### src/rtl/ohc5_add_arbiter.sv
// ohc5_add_arbiter: round-robin arbiter that lets NREQ requesters share a
// single one-hot mod-5 adder. The result sits in a one-entry register
// (EMPTY/FULL) with valid/ready handshakes on both sides, and malformed
// operands are counted.
module ohc5_add_arbiter #(
    parameter int unsigned NREQ = 4,
    parameter int unsigned IDW  = 2,
    localparam int unsigned OHW  = 5,
    localparam int unsigned CNTW = 8
) (
    input  logic                  clk,
    input  logic                  rst,
    input  logic [NREQ-1:0]       req_valid,
    input  logic [OHW*NREQ-1:0]   req_a,
    input  logic [OHW*NREQ-1:0]   req_b,
    output logic [NREQ-1:0]       req_ready,
    output logic                  res_valid,
    output logic [OHW-1:0]        res_sum,
    output logic [IDW-1:0]        res_id,
    output logic                  res_err,
    input  logic                  res_ready,
    output logic [CNTW-1:0]       err_cnt
);

    typedef enum logic {
        EMPTY = 1'b0,
        FULL  = 1'b1
    } state_e;

    state_e          state_q, state_d;
    logic [IDW-1:0]  rr_ptr_q, rr_ptr_d;
    logic [OHW-1:0]  res_sum_q, res_sum_d;
    logic [IDW-1:0]  res_id_q, res_id_d;
    logic            res_err_q, res_err_d;
    logic [CNTW-1:0] err_cnt_q, err_cnt_d;

    logic            grant_en_c;
    logic            gnt_any_c;
    logic [IDW-1:0]  gnt_idx_c;
    logic            out_xfer_c;
    logic [OHW-1:0]  op_a_c;
    logic [OHW-1:0]  op_b_c;
    logic [OHW-1:0]  sum_raw_c;
    logic            malformed_c;
    int unsigned     cand;

    logic [OHW-1:0]  a_arr [NREQ];
    logic [OHW-1:0]  b_arr [NREQ];

    // Unpack the flat operand buses into per-requester slots
    for (genvar g = 0; g < NREQ; g++) begin : g_unpack
        assign a_arr[g] = req_a[OHW*g +: OHW];
        assign b_arr[g] = req_b[OHW*g +: OHW];
    end

    // Grants are allowed when the result slot is free or is draining this cycle
    assign grant_en_c = !rst && ((state_q == EMPTY) || res_ready);
    assign out_xfer_c = (state_q == FULL) && res_ready;

    // Round-robin search starting at rr_ptr; first valid requester wins
    always_comb begin
        gnt_any_c = 1'b0;
        gnt_idx_c = '0;
        cand      = 0;
        req_ready = '0;
        for (int unsigned off = 0; off < NREQ; off++) begin
            cand = (32'(rr_ptr_q) + off) % NREQ;
            if (grant_en_c && !gnt_any_c && req_valid[IDW'(cand)]) begin
                gnt_any_c = 1'b1;
                gnt_idx_c = IDW'(cand);
            end
        end
        if (gnt_any_c) begin
            req_ready[gnt_idx_c] = 1'b1;
        end
    end

    // Operand mux feeding the single shared adder
    assign op_a_c = a_arr[gnt_idx_c];
    assign op_b_c = b_arr[gnt_idx_c];

    // One-hot mod-5 adder: bit k of the sum is set when residues i and j with (i+j)%5==k meet
    always_comb begin
        sum_raw_c[0] = (op_a_c[0] & op_b_c[0]) | (op_a_c[1] & op_b_c[4]) |
                       (op_a_c[2] & op_b_c[3]) | (op_a_c[3] & op_b_c[2]) |
                       (op_a_c[4] & op_b_c[1]);
        sum_raw_c[1] = (op_a_c[0] & op_b_c[1]) | (op_a_c[1] & op_b_c[0]) |
                       (op_a_c[2] & op_b_c[4]) | (op_a_c[3] & op_b_c[3]) |
                       (op_a_c[4] & op_b_c[2]);
        sum_raw_c[2] = (op_a_c[0] & op_b_c[2]) | (op_a_c[1] & op_b_c[1]) |
                       (op_a_c[2] & op_b_c[0]) | (op_a_c[3] & op_b_c[4]) |
                       (op_a_c[4] & op_b_c[3]);
        sum_raw_c[3] = (op_a_c[0] & op_b_c[3]) | (op_a_c[1] & op_b_c[2]) |
                       (op_a_c[2] & op_b_c[1]) | (op_a_c[3] & op_b_c[0]) |
                       (op_a_c[4] & op_b_c[4]);
        sum_raw_c[4] = (op_a_c[0] & op_b_c[4]) | (op_a_c[1] & op_b_c[3]) |
                       (op_a_c[2] & op_b_c[2]) | (op_a_c[3] & op_b_c[1]) |
                       (op_a_c[4] & op_b_c[0]);
    end

    // An operand with zero or several bits set poisons the whole transaction
    assign malformed_c = !$onehot(op_a_c) || !$onehot(op_b_c);

    // Next-state: result slot FSM, result payload, round-robin pointer, error counter
    always_comb begin
        state_d   = state_q;
        rr_ptr_d  = rr_ptr_q;
        res_sum_d = res_sum_q;
        res_id_d  = res_id_q;
        res_err_d = res_err_q;
        err_cnt_d = err_cnt_q;

        unique case (state_q)
            EMPTY: begin
                if (gnt_any_c) begin
                    state_d = FULL;
                end
            end
            FULL: begin
                if (out_xfer_c && !gnt_any_c) begin
                    state_d = EMPTY;
                end
            end
            default: state_d = EMPTY;
        endcase

        if (gnt_any_c) begin
            res_id_d  = gnt_idx_c;
            res_err_d = malformed_c;
            res_sum_d = malformed_c ? '0 : sum_raw_c;
            rr_ptr_d  = (gnt_idx_c == IDW'(NREQ - 1)) ? '0 : gnt_idx_c + IDW'(1);
            if (malformed_c && (err_cnt_q != '1)) begin
                err_cnt_d = err_cnt_q + CNTW'(1);
            end
        end
    end

    // State registers with synchronous reset
    always_ff @(posedge clk) begin
        if (rst) begin
            state_q   <= EMPTY;
            rr_ptr_q  <= '0;
            res_sum_q <= '0;
            res_id_q  <= '0;
            res_err_q <= 1'b0;
            err_cnt_q <= '0;
        end else begin
            state_q   <= state_d;
            rr_ptr_q  <= rr_ptr_d;
            res_sum_q <= res_sum_d;
            res_id_q  <= res_id_d;
            res_err_q <= res_err_d;
            err_cnt_q <= err_cnt_d;
        end
    end

    assign res_valid = (state_q == FULL);
    assign res_sum   = res_sum_q;
    assign res_id    = res_id_q;
    assign res_err   = res_err_q;
    assign err_cnt   = err_cnt_q;

endmodule

### config.mk
export PLATFORM = sky130hd
export DESIGN_NAME = ohc5_add_arbiter
export DESIGN_NICKNAME = d
export VERILOG_FILES = /design/src/rtl/ohc5_add_arbiter.sv
export SDC_FILE = /design/constraint.sdc
export NUM_CORES = 1
export LEC_CHECK = 0
export ABC_CLOCK_PERIOD_IN_PS = 10400
export CAP_MARGIN = 20
export CORE_UTILIZATION = 44
export DETAILED_ROUTE_END_ITERATION = 6
export PLACE_DENSITY_LB_ADDON = 0.05
export SLEW_MARGIN = 20
export SYNTH_ARGS = -nofsm -noshare
export SYNTH_HDL_FRONTEND = slang
export SYNTH_SLANG_ARGS = --single-unit
### constraint.sdc
create_clock -name clk -period 10.4 [get_ports clk]
set_clock_uncertainty 0.05 [all_clocks]
set_input_delay 1.04 -clock clk [delete_from_list [all_inputs] [get_ports clk]]
set_output_delay 1.04 -clock clk [all_outputs]
set_load 0.01 [all_outputs]
==> run summary <==
The data arrival time of the worst path came out at a little under 7 ns. Of all cell types, the one taking the most synthesized area is sky130_fd_sc_hd__dfxtp_1. Registers take ~380 sq um. The power density relative to cell area came out at between 90 and 100 mW/mm^2.

In this design, the largest share of critical-path delay is due to simple AND/OR/NAND/NOR gates. In this run, synthesis inferred 0 flip-flops with an integrated enable. The worst-margin pin slew is ~0.62 ns. The clock transition at the registers of the reported paths came out at around 0.10 ns. The final count of negative-setup-slack endpoints came out at 0. After technology mapping, the gate count stands at 159. For this block, the initial DRC count from the detailed router was 135.

The share of async-settable or async-resettable flops after synthesis came out at 0%. The number of diodes came out at 0. The run finished with clean final reports. The XOR/XNOR share of the synthesized area came out at around 2.9%. Setup repair after global routing left no endpoint under its margin. STA classifies the critical path endpoint as a flip-flop.

The worst slack on hold paths is approximately 0.42 ns. Yosys printed 0 warnings. The average cell area after synthesis is ~9.6 sq um.

The peak ir drop on the vdd network came out at approximately 53 uV. The maximum level of the CTS H-tree came out at 1. The proportion of layout cells with a drive suffix above 1 came out at 8.97%.

The detailed-routing wirelength on met1 came out at between 1500 and 2000 microns. The deepest clock path buffer count came out at 2. The root cell of the clock tree is sky130_fd_sc_hd__clkbuf_4. In the final routed layout, each cell accounts on average for between 10 and 15 microns. After the last flow step, the layout net total stands at between 200 and 300. The last weighted congestion value of the routability-driven placer came out at between 0.8 and 0.9. The fraction of the mapped netlist area in adder cells is 11.0%. The number of global-route vias before repair came to approximately 1,400. The startpoint class of the critical path is an input pin. The half-perimeter wire length after detailed placement came out at ~3100 microns.

After filler insertion, the fill cell instance count of the layout stands at approximately 290. The cell area after synthesis came out at about 0.0015 sq mm. The slowest cell on the critical path is sky130_fd_sc_hd__clkdlybuf4s50_1.

The register bit total from synthesis came out at 19. Input and output buffers added on the ports amount to 67. Walking the worst path, the cells encountered are clkdlybuf4s50_1 > inv_2 > nand2_1 > or4_1 > inv_6 > mux4_1 > fa_1 > fa_1 > ha_1 > or4b_2 > nor3_1 > nor2b_1 > o21ai_0 > nand3_1. The overflow left after global routing came out at 0.

The most repeated cell in the gate-level netlist after synthesis is sky130_fd_sc_hd__dfxtp_1. The max capacitance violation total came out at 0. In the routed design, unresolved DRC markers number 0.

The combined area of the multi-input logic cells is ~0.0010 sq mm. The number of top-level pins came out at between 60 and 70. Yosys mapped the design onto 46 distinct sky130hd cell types.

The total wirelength of the detailed-routed design came out at roughly 3800 microns. The count of final hold-check violations came out at 0. The maximum net fanout on the critical path is 17. The number of antenna violations at the first check in global routing was 0. The placed instances occupy a cell area of 0.00219 sq mm. Relative to the synthesized area, the layout overhead comes to 45.3%.

Across all register-to-register paths, the minimum setup slack is between 4 and 5 ns. After routing the design area is about 0.0022 sq mm. The standby leakage power came out at 0.845 nW. The cell that appears most often on the critical path is sky130_fd_sc_hd__fa_1. The width of the chip is between 60 and 70 microns. The total met3 wirelength after detailed routing came out at 198 microns. The total track usage came out at roughly 22%. The complex-gate fraction of the synthesized area came out at between 10% and 20%. The multiplexer share of the synthesized area came out at between 10 and 15%. For this run, the detailed router's first-pass iteration total came to 4. The initialized floorplan defines 21 standard-cell rows.

The total number of vias is about 1,500. The count of hold-fix buffers inserted at cts is 0. The critical path is of the in2reg type. The maximum number of pins on one net before global-route repair came out at 18. Data on the critical path is required at its endpoint by approximately 11 ns. The clock net sink count is 19. The tightest min-delay check is of the reg2reg type. In the post-synthesis netlist, the biggest area contributors are sky130_fd_sc_hd__dfxtp_1, sky130_fd_sc_hd__mux4_2, sky130_fd_sc_hd__ha_1, sky130_fd_sc_hd__fa_1, sky130_fd_sc_hd__a222oi_1.

Summed over its instances, the top area cell type makes up around 25% of the synthesized netlist area. The delay of the slowest cell on the worst path came out at between 0.7 and 0.8 ns. The number of buffers added for setup after CTS came out at 0. The combinational family with the most area after synthesis is simple AND/OR/NAND/NOR gates.

The clock latency on the worst-skew pair came out at approximately 0.29 ns. The final antenna-violating net count came out at 0. The most used flip-flop cell after synthesis is sky130_fd_sc_hd__dfxtp_1.

The CTS buffer count is 3. The number of buffers and inverters on the critical path is 3. In the routed layout, each cell is associated on average with a via count of between 5 and 6.

The core region is about 0.0033 sq mm. The worst slew margin relative to its limit is between 50% and 60%. The max-slew violation count was 0. The simple-gate area share of the yosys netlist came out at a little over a quarter. Based on the critical path, the design can be clocked at up to between 150 and 200 MHz. The final setup TNS is 0 ns.

The clock period could shrink to around 6.5 ns. The synthesized netlist net count came out at between 200 and 250. Sorting the synthesized cells by how often they occur yields sky130_fd_sc_hd__dfxtp_1, sky130_fd_sc_hd__nor2_1, sky130_fd_sc_hd__nand2_1. The length of routed met2 wiring came out at between 1500 and 2000 microns. The share of synthesized area occupied by flip-flops and latches is about 25%. Once the floorplan was initialized, standard cells occupied a little under half of the core. In this run, post-CTS repair resized a total of 0 instances.

The worst path uses a little over three fifths of the clock period. The global-route wire length before repair is 6160 microns. The overall die area came out at 0.00371 sq mm. In this run the top signal layer used is met4. TritonCTS built the clock tree.

The vertical die dimension is 61.0 microns.
==> cells by family after synthesis <==
logic type | count (synthesis)
simple gates | 69
fa+ha+maj | 11
buf+inv | 16
flops | 19
compound gates | 28
xor+xnor | 5
mux | 11
==> worst register-to-register path, cell delays in order (launching register included) <==
cell and delay (ns):
sky130_fd_sc_hd__dfxtp_1 0.43, sky130_fd_sc_hd__mux2i_1 0.24, sky130_fd_sc_hd__nor2_1 0.05, sky130_fd_sc_hd__or4_1 0.69, sky130_fd_sc_hd__inv_6 0.21, sky130_fd_sc_hd__mux4_1 0.69
sky130_fd_sc_hd__fa_1 0.54, sky130_fd_sc_hd__fa_1 0.45, sky130_fd_sc_hd__ha_1 0.29, sky130_fd_sc_hd__or4b_2 0.66, sky130_fd_sc_hd__nor3_1 0.25, sky130_fd_sc_hd__nor2b_1 0.56
sky130_fd_sc_hd__o21ai_0 0.22, sky130_fd_sc_hd__nand3_1 0.14
==> power breakdown <==
group	switching (mW)	total [mW]	leakage (nW)	internal (mW)
sequential	0.00376	0.0814	0.155	0.0777
combinational	0.0408	0.0919	0.675	0.0511
clock	0.0215	0.0364	0.0150	0.0149
==> flip-flops by register name (all words and copies together), names as in the netlist <==
register and count:
rr_ptr_q 2, res_err 1, res_sum 5, res_id 2
err_cnt 8, res_valid 1
==> worst paths after layout <==
kind / depth (start not counted) / startpoint / to
worst max-delay path: 14 / rst / res_sum[1]
worst min-delay path: 2 / res_id[1] / res_id[1]
worst max register to register: 13 / rr_ptr_q[1] / res_sum[1]
worst min register to register: 2 / res_id[1] / res_id[1]
==> stage by stage <==
step / util (%) / setup WS (ns) / std cells / total power, mW
2_1_floorplan: - / 4.91 / 159 / 0.137
4_1_cts: 66.6 / 3.87 / 269 / 0.211
3_3_place_gp: 65.8 / 3.80 / 265 / 0.171
5_1_grt: 66.6 / 3.55 / 269 / 0.225
6_report: 66.6 / 3.86 / 269 / 0.210
3_5_place_dp: 65.8 / 3.57 / 265 / 0.175
==> layout by cell type (no fill, tap or decap), types with 2 or more instances in the layout <==
cell type,count
sky130_fd_sc_hd__clkdlybuf4s50_1,67
sky130_fd_sc_hd__dfxtp_1,19
sky130_fd_sc_hd__nor2_1,12
sky130_fd_sc_hd__nand2_1,9
sky130_fd_sc_hd__a21oi_1,7
sky130_fd_sc_hd__and3_1,7
sky130_fd_sc_hd__mux4_2,7
sky130_fd_sc_hd__nand3_1,7
sky130_fd_sc_hd__ha_1,7
sky130_fd_sc_hd__nand2b_1,6
sky130_fd_sc_hd__inv_1,6
sky130_fd_sc_hd__nor3b_1,6
sky130_fd_sc_hd__nor2b_1,5
sky130_fd_sc_hd__a222oi_1,5
sky130_fd_sc_hd__xor2_1,4
sky130_fd_sc_hd__fa_1,4
sky130_fd_sc_hd__mux2i_1,3
sky130_fd_sc_hd__nand4_1,3
sky130_fd_sc_hd__o21ai_0,3
sky130_fd_sc_hd__clkbuf_4,3
sky130_fd_sc_hd__inv_2,2
sky130_fd_sc_hd__or4_1,2
sky130_fd_sc_hd__a221oi_1,2
sky130_fd_sc_hd__and4_1,2
sky130_fd_sc_hd__a211oi_2,2
sky130_fd_sc_hd__o21ai_1,2
sky130_fd_sc_hd__or3_1,2
sky130_fd_sc_hd__a22o_1,2
sky130_fd_sc_hd__a221o_1,2
==> routing by layer <==
layer  track usage [%]  vias up
met2              41.0       69
met3              2.13        7
li1                  -      727
met4              6.17        0
met5                 0        -
met1              26.9      710
==> cell type report <==
cell class              instances  area share [%]
clock buffers                   4            1.18
inverters                       9            1.75
multi-input cells             124            47.2
flip-flops and latches         19            17.1
well taps                      46            2.59
repair buffers                 67            30.2
No activity file was read; power rests on OpenSTA's default activity.
